$ cat src/rtl/multicycle_ctrl.sv
// Multicycle ARM-subset control FSM: sequences fetch/decode/execute/writeback and drives datapath selects.
// Latency: data-proc 4, LDR 5, STR 4, B 3, undefined op 2 cycles; outputs are Moore outputs of the state.
// Optional condition/flags logic is enabled by defining MULTICYCLE_CTRL_COND_EN (otherwise cond_ok = 1).
module multicycle_ctrl (
  input  logic       clk,
  input  logic       reset,
  input  logic [3:0] cond,
  input  logic [1:0] op,
  input  logic [5:0] funct,
  input  logic [3:0] rd,
  input  logic [3:0] alu_flags,
  output logic       pc_write,
  output logic       ir_write,
  output logic       adr_src,
  output logic       mem_write,
  output logic       reg_write,
  output logic       alu_src_a,
  output logic [1:0] alu_src_b,
  output logic [1:0] result_src,
  output logic [1:0] alu_control,
  output logic [1:0] imm_src,
  output logic [1:0] reg_src,
  output logic [3:0] state_o
);

  typedef enum logic [3:0] {
    FETCH  = 4'd0,
    DECODE = 4'd1,
    MEMADR = 4'd2,
    MEMRD  = 4'd3,
    MEMWB  = 4'd4,
    MEMWR  = 4'd5,
    EXECR  = 4'd6,
    EXECI  = 4'd7,
    ALUWB  = 4'd8,
    BRANCH = 4'd9
  } state_t;

  // Plain vectors so unused codes 10-15 are representable.
  logic [3:0] state_q, state_d;
  logic [3:0] cur_state;
  logic       cond_ok;

  logic [3:0] cmd;
  logic       is_cmp;
  logic [1:0] alu_dec;
  logic       pc_write_c, ir_write_c, mem_write_c, reg_write_c;

  assign cmd    = funct[4:1];
  assign is_cmp = (cmd == 4'b1010);

  // While reset is high the block presents FETCH regardless of the register contents.
  assign cur_state = reset ? FETCH : state_q;
  assign state_o   = cur_state;

`ifdef MULTICYCLE_CTRL_COND_EN
  logic [3:0] flags_q;
  logic       n_f, z_f, c_f, v_f;
  logic       flag_we;

  assign {n_f, z_f, c_f, v_f} = flags_q;
  assign flag_we = ((state_q == EXECR) || (state_q == EXECI)) &&
                   (funct[0] || is_cmp) && cond_ok;

  // Flags register: captures ALU flags for flag-setting or compare instructions that pass their condition.
  always_ff @(posedge clk) begin
    if (reset) begin
      flags_q <= 4'b0000;
    end else if (flag_we) begin
      flags_q <= alu_flags;
    end
  end

  // Condition evaluation against the registered flags (ARM encoding; 1111 never executes).
  always_comb begin
    cond_ok = 1'b0;
    case (cond)
      4'b0000: cond_ok = z_f;
      4'b0001: cond_ok = ~z_f;
      4'b0010: cond_ok = c_f;
      4'b0011: cond_ok = ~c_f;
      4'b0100: cond_ok = n_f;
      4'b0101: cond_ok = ~n_f;
      4'b0110: cond_ok = v_f;
      4'b0111: cond_ok = ~v_f;
      4'b1000: cond_ok = c_f & ~z_f;
      4'b1001: cond_ok = ~c_f | z_f;
      4'b1010: cond_ok = (n_f == v_f);
      4'b1011: cond_ok = (n_f != v_f);
      4'b1100: cond_ok = ~z_f & (n_f == v_f);
      4'b1101: cond_ok = z_f | (n_f != v_f);
      4'b1110: cond_ok = 1'b1;
      default: cond_ok = 1'b0;
    endcase
  end
`else
  // Without condition support every instruction executes; cond and ALU flags are ignored.
  logic unused_cond;
  assign unused_cond = ^{cond, alu_flags};
  assign cond_ok     = 1'b1;
`endif

  // State register; reset returns to FETCH.
  always_ff @(posedge clk) begin
    if (reset) begin
      state_q <= FETCH;
    end else begin
      state_q <= state_d;
    end
  end

  // ALU operation decode from the data-processing cmd field.
  always_comb begin
    alu_dec = 2'b00;
    case (cmd)
      4'b0100: alu_dec = 2'b00;
      4'b0010: alu_dec = 2'b01;
      4'b1010: alu_dec = 2'b01;
      4'b0000: alu_dec = 2'b10;
      4'b1100: alu_dec = 2'b11;
      default: alu_dec = 2'b00;
    endcase
  end

  // Instruction-class selects for the immediate extender and register-file read ports.
  always_comb begin
    imm_src = 2'b00;
    case (op)
      2'b01:   imm_src = 2'b01;
      2'b10:   imm_src = 2'b10;
      default: imm_src = 2'b00;
    endcase
    reg_src = {(op == 2'b01), (op == 2'b10)};
  end

  // Next-state and Moore datapath controls; every enable defaults to 0.
  always_comb begin
    state_d     = FETCH;
    pc_write_c  = 1'b0;
    ir_write_c  = 1'b0;
    mem_write_c = 1'b0;
    reg_write_c = 1'b0;
    adr_src     = 1'b0;
    alu_src_a   = 1'b0;
    alu_src_b   = 2'b00;
    result_src  = 2'b00;
    alu_control = 2'b00;
    case (cur_state)
      FETCH: begin
        ir_write_c = 1'b1;
        pc_write_c = 1'b1;
        alu_src_a  = 1'b1;
        alu_src_b  = 2'b10;
        result_src = 2'b10;
        state_d    = DECODE;
      end
      DECODE: begin
        alu_src_a  = 1'b1;
        alu_src_b  = 2'b10;
        result_src = 2'b10;
        case (op)
          2'b00:   state_d = funct[5] ? EXECI : EXECR;
          2'b01:   state_d = MEMADR;
          2'b10:   state_d = BRANCH;
          default: state_d = FETCH;
        endcase
      end
      MEMADR: begin
        alu_src_b = 2'b01;
        state_d   = funct[0] ? MEMRD : MEMWR;
      end
      MEMRD: begin
        adr_src = 1'b1;
        state_d = MEMWB;
      end
      MEMWB: begin
        result_src = 2'b01;
        // A load into r15 redirects the PC instead of writing the register file.
        if (rd == 4'd15) begin
          pc_write_c = cond_ok;
        end else begin
          reg_write_c = cond_ok;
        end
        state_d = FETCH;
      end
      MEMWR: begin
        adr_src     = 1'b1;
        mem_write_c = cond_ok;
        state_d     = FETCH;
      end
      EXECR: begin
        alu_src_b   = 2'b00;
        alu_control = alu_dec;
        state_d     = ALUWB;
      end
      EXECI: begin
        alu_src_b   = 2'b01;
        alu_control = alu_dec;
        state_d     = ALUWB;
      end
      ALUWB: begin
        // CMP only updates flags, so it writes neither the register file nor the PC.
        if (rd == 4'd15) begin
          pc_write_c = cond_ok & ~is_cmp;
        end else begin
          reg_write_c = cond_ok & ~is_cmp;
        end
        state_d = FETCH;
      end
      BRANCH: begin
        alu_src_b  = 2'b01;
        result_src = 2'b10;
        pc_write_c = cond_ok;
        state_d    = FETCH;
      end
      default: begin
        state_d = FETCH;
      end
    endcase
  end

  // Reset suppresses every architectural write in the cycle it is asserted.
  assign pc_write  = pc_write_c  & ~reset;
  assign ir_write  = ir_write_c  & ~reset;
  assign mem_write = mem_write_c & ~reset;
  assign reg_write = reg_write_c & ~reset;

endmodule
$ cat config.mk
export PLATFORM = sky130hd
export DESIGN_NAME = multicycle_ctrl
export DESIGN_NICKNAME = d
export VERILOG_FILES = /design/src/rtl/multicycle_ctrl.sv
export SDC_FILE = /design/constraint.sdc
export NUM_CORES = 1
export LEC_CHECK = 0
export CELL_PAD_IN_SITES_DETAIL_PLACEMENT = 1
export CELL_PAD_IN_SITES_GLOBAL_PLACEMENT = 1
export CORE_ASPECT_RATIO = 1.25
export CORE_MARGIN = 1
export CORE_UTILIZATION = 20
export DETAILED_ROUTE_END_ITERATION = 16
export PLACE_DENSITY_LB_ADDON = 0.1
export REMOVE_ABC_BUFFERS = 1
export SLEW_MARGIN = 20
export SYNTH_ARGS = -nofsm -noshare
export SYNTH_HDL_FRONTEND = slang
export SYNTH_SLANG_ARGS = --single-unit
$ cat constraint.sdc
create_clock -name clk -period 3.6 [get_ports clk]
set_input_delay 0.54 -clock clk [delete_from_list [all_inputs] [get_ports clk]]
set_output_delay 0.54 -clock clk [all_outputs]
set_load 0.02 [all_outputs]
==> run_results.csv <==
group,metric,value,unit
run_status,status,"completed",
yosys,syn_inst,66,
clocking,cts_buffers,3,
grt,grt_pass1_vias,535,
routing,drcViolationCount,0,
sta,skew,0.00337,ns
floorplanning,die_w,45.2,microns
grt,grtUsageTotal,0.124,
grt,grtUsageMet1,0.158,
placement,port_buffers,33,
clocking,holdBufCountCts,0,
critical_path,critPathCaptureType,"output pin",
grt,grt_max_degree,14,
sta,holdWs,0.674,ns
worst_hold_path,hold_path.class,"register to register",
clocking,cts_setup_buffers,0,
clocking,clk_pin_slew_worst_paths,0.04,ns
layout,antennaDiodeCount,0,
yosys,synth.distinct_cells,30,
sta,hold_viol_final,0,
run,drv_cap,0,
sta,worst_pin_slew,0.475,ns
worst_hold_path,holdPathStages,2,
placement,post-place-cells,124,
worst_hold_path,hp-start,"state_q[1]$_SDFF_PP0_",
floorplanning,die_y,55.9,microns
power,p_per_area,249,mW/mm^2
layout,reg_top3,"state_q (4)",
layout,seq_area,80.1,sq um
critical_path,rr_worst_depth,4,
layout,largest_reg_flops,4,
sta,fmax,330,MHz
clocking,cts_tree,"done",
clocking,clock_latency,0.23,ns
critical_path,r2r_slack,2.11,ns
routing,ant_nets,0,
yosys,ys_seq_area_frac,0.172,
grt,grt.met2_usage,0.190,
critical_path,crit_type,"input port to output pin",
floorplanning,coreArea,0.00219,sq mm
layout,fillers,282,
critical_path,reg2reg_to,"state_q[0]$_SDFF_PP0_",
clocking,clock_sinks,4,
critical_path,crit_arrival,2.49,ns
layout,stdcell_count,127,
placement,dp_hpwl,1160,microns
routing,routed_via_density,4.48,
sta,setup_viol,0,
routing,vias,569,
worst_hold_path,hold_end,"state_q[0]$_SDFF_PP0_",
layout,most-common-layout-cells,"clkdlybuf4s50_1, nor2b_1, nor2_1",
sta,finalSetupTns,0,ns
sta,fin_crit_sh,0.841,
routing,wire_per_inst,11.2,microns
placement,gp_congestion,0.714,
grt,antenna_found_initial,0,
power,leakage,0.300,nW
floorplanning,start_util,0.213,
yosys,syn_area_per_cell,7.05,sq um
layout,multiInputGateArea,324,sq um
routing,first_pass_iters,3,
sta,finalCriticalPeriod,3.03,ns
clocking,cts_root_buffer,"clkbuf_4",
layout,drive_gt1_frac,0.0833,
sta,rsz0062_at_grt,"false",
clocking,clk_path_buf_depth,2,
sta,slew_violations,0,
grt,grt_pass1_wl,2350,microns
routing,wl,1420,microns
power,ir_drop,0.104,mV
yosys,yosys_warnings,0,
clocking,cts_resized,0,
floorplanning,num_rows,19,
floorplanning,ioPinCount,42,
floorplanning,die_area,0.00253,sq mm
critical_path,timing.rr.start,"state_q[2]$_SDFF_PP0_",
layout,area_growth,76.6,%
yosys,synth_area,465,sq um
grt,gr-usage-met3,0.0260,
layout,largest_register,"state_q",
critical_path,critPathRequiredTime,3.06,ns
yosys,ys_ff_latch,4,
routing,drt_first_iter_violations,5,
grt,busiest_layer,"met2",
layout,nets,120,
sta,maxSlewHeadroom,0.683,
critical_path,cp_max_fo,5,
grt,grt_overflow,0,
clocking,htree_num_levels,1,
critical_path,cp-start-kind,"input port",
layout,final_common_cell,"clkdlybuf4s50_1",
==> layer usage <==
metal | wire (microns) | up-vias
met1 | 611 | 260
met4 | 0 | 0
li1 | - | 289
met3 | 83 | 0
met5 | 0 | -
met2 | 724 | 20
==> report_power, final <==
group / total [mW] / switching, mW / internal [mW]
logic: 0.0913 / 0.0408 / 0.0505
clock network: 0.0541 / 0.0170 / 0.0372
registers: 0.0596 / 0.0115 / 0.0481
==> worst max-delay path, cell delays in order <==
cell	delay, ns
clkdlybuf4s50_1	0.51
nand2b_1	0.25
or3_1	0.39
nor3_1	0.17
clkdlybuf4s50_1	0.62
==> worst max-delay path by stage <==
stage	from	endpoint	slack, ns
after floorplan	reset	pc_write	1.13
after global placement	reset	pc_write	0.53
after detailed placement	reset	pc_write	0.54
after CTS	reset	pc_write	0.53
after global routing	reset	pc_write	0.38
final	reset	alu_control[1]	0.57
==> layout make-up <==
type | instances | share of cell area
Clock buffer | 3 | 0.0274
Inverter | 5 | 0.0228
Tap cell | 31 | 0.0472
Multi-Input combinational cell | 50 | 0.394
Sequential cell | 4 | 0.0974
Timing Repair Buffer | 34 | 0.411
==> logic make-up after synthesis <==
family | count (synthesis) | synth area share
and+or+nand+nor | 38 | 0.470
buffers and inverters | 12 | 0.132
AOI/OAI and AO/OA | 8 | 0.145
DFF | 4 | 0.172
xor gates and xnor gates | 3 | 0.0565
muxes | 1 | 0.0242
==> metrics by stage <==
stage	instance area (sq um)	power, mW	setup slack (ns)	util
after CTS	822	0.209	0.533	0.376
after global routing	822	0.215	0.381	0.376
after detailed placement	800	0.153	0.535	0.366
after global placement	800	0.152	0.529	0.366
after floorplan	423	0.103	1.13	-
final	822	0.205	0.573	0.376
==> cells in the mapped netlist, drive strengths merged <==
| cell type | count | area share |
|---|---|---|
| or2 | 1 | 0.013 |
| nor3b | 1 | 0.016 |
| mux2 | 1 | 0.024 |
| o22a | 2 | 0.038 |
| nand3b | 1 | 0.016 |
| a22oi | 1 | 0.016 |
| nor2 | 6 | 0.048 |
| and3b | 1 | 0.019 |
| nor4 | 4 | 0.067 |
| dfxtp | 4 | 0.17 |
| nand2b | 3 | 0.040 |
| clkbuf | 1 | 0.0081 |
| buf | 6 | 0.083 |
| nor3 | 5 | 0.054 |
| a2111oi | 1 | 0.032 |
| nor4bb | 1 | 0.022 |
| inv | 5 | 0.040 |
| a21oi | 2 | 0.022 |
| nand4 | 1 | 0.013 |
| xor2 | 2 | 0.038 |
| o32ai | 2 | 0.038 |
| xnor2 | 1 | 0.019 |
| or3 | 1 | 0.013 |
| nor2b | 8 | 0.11 |
| nand2 | 5 | 0.040 |
(Power assumes the default switching activity.)
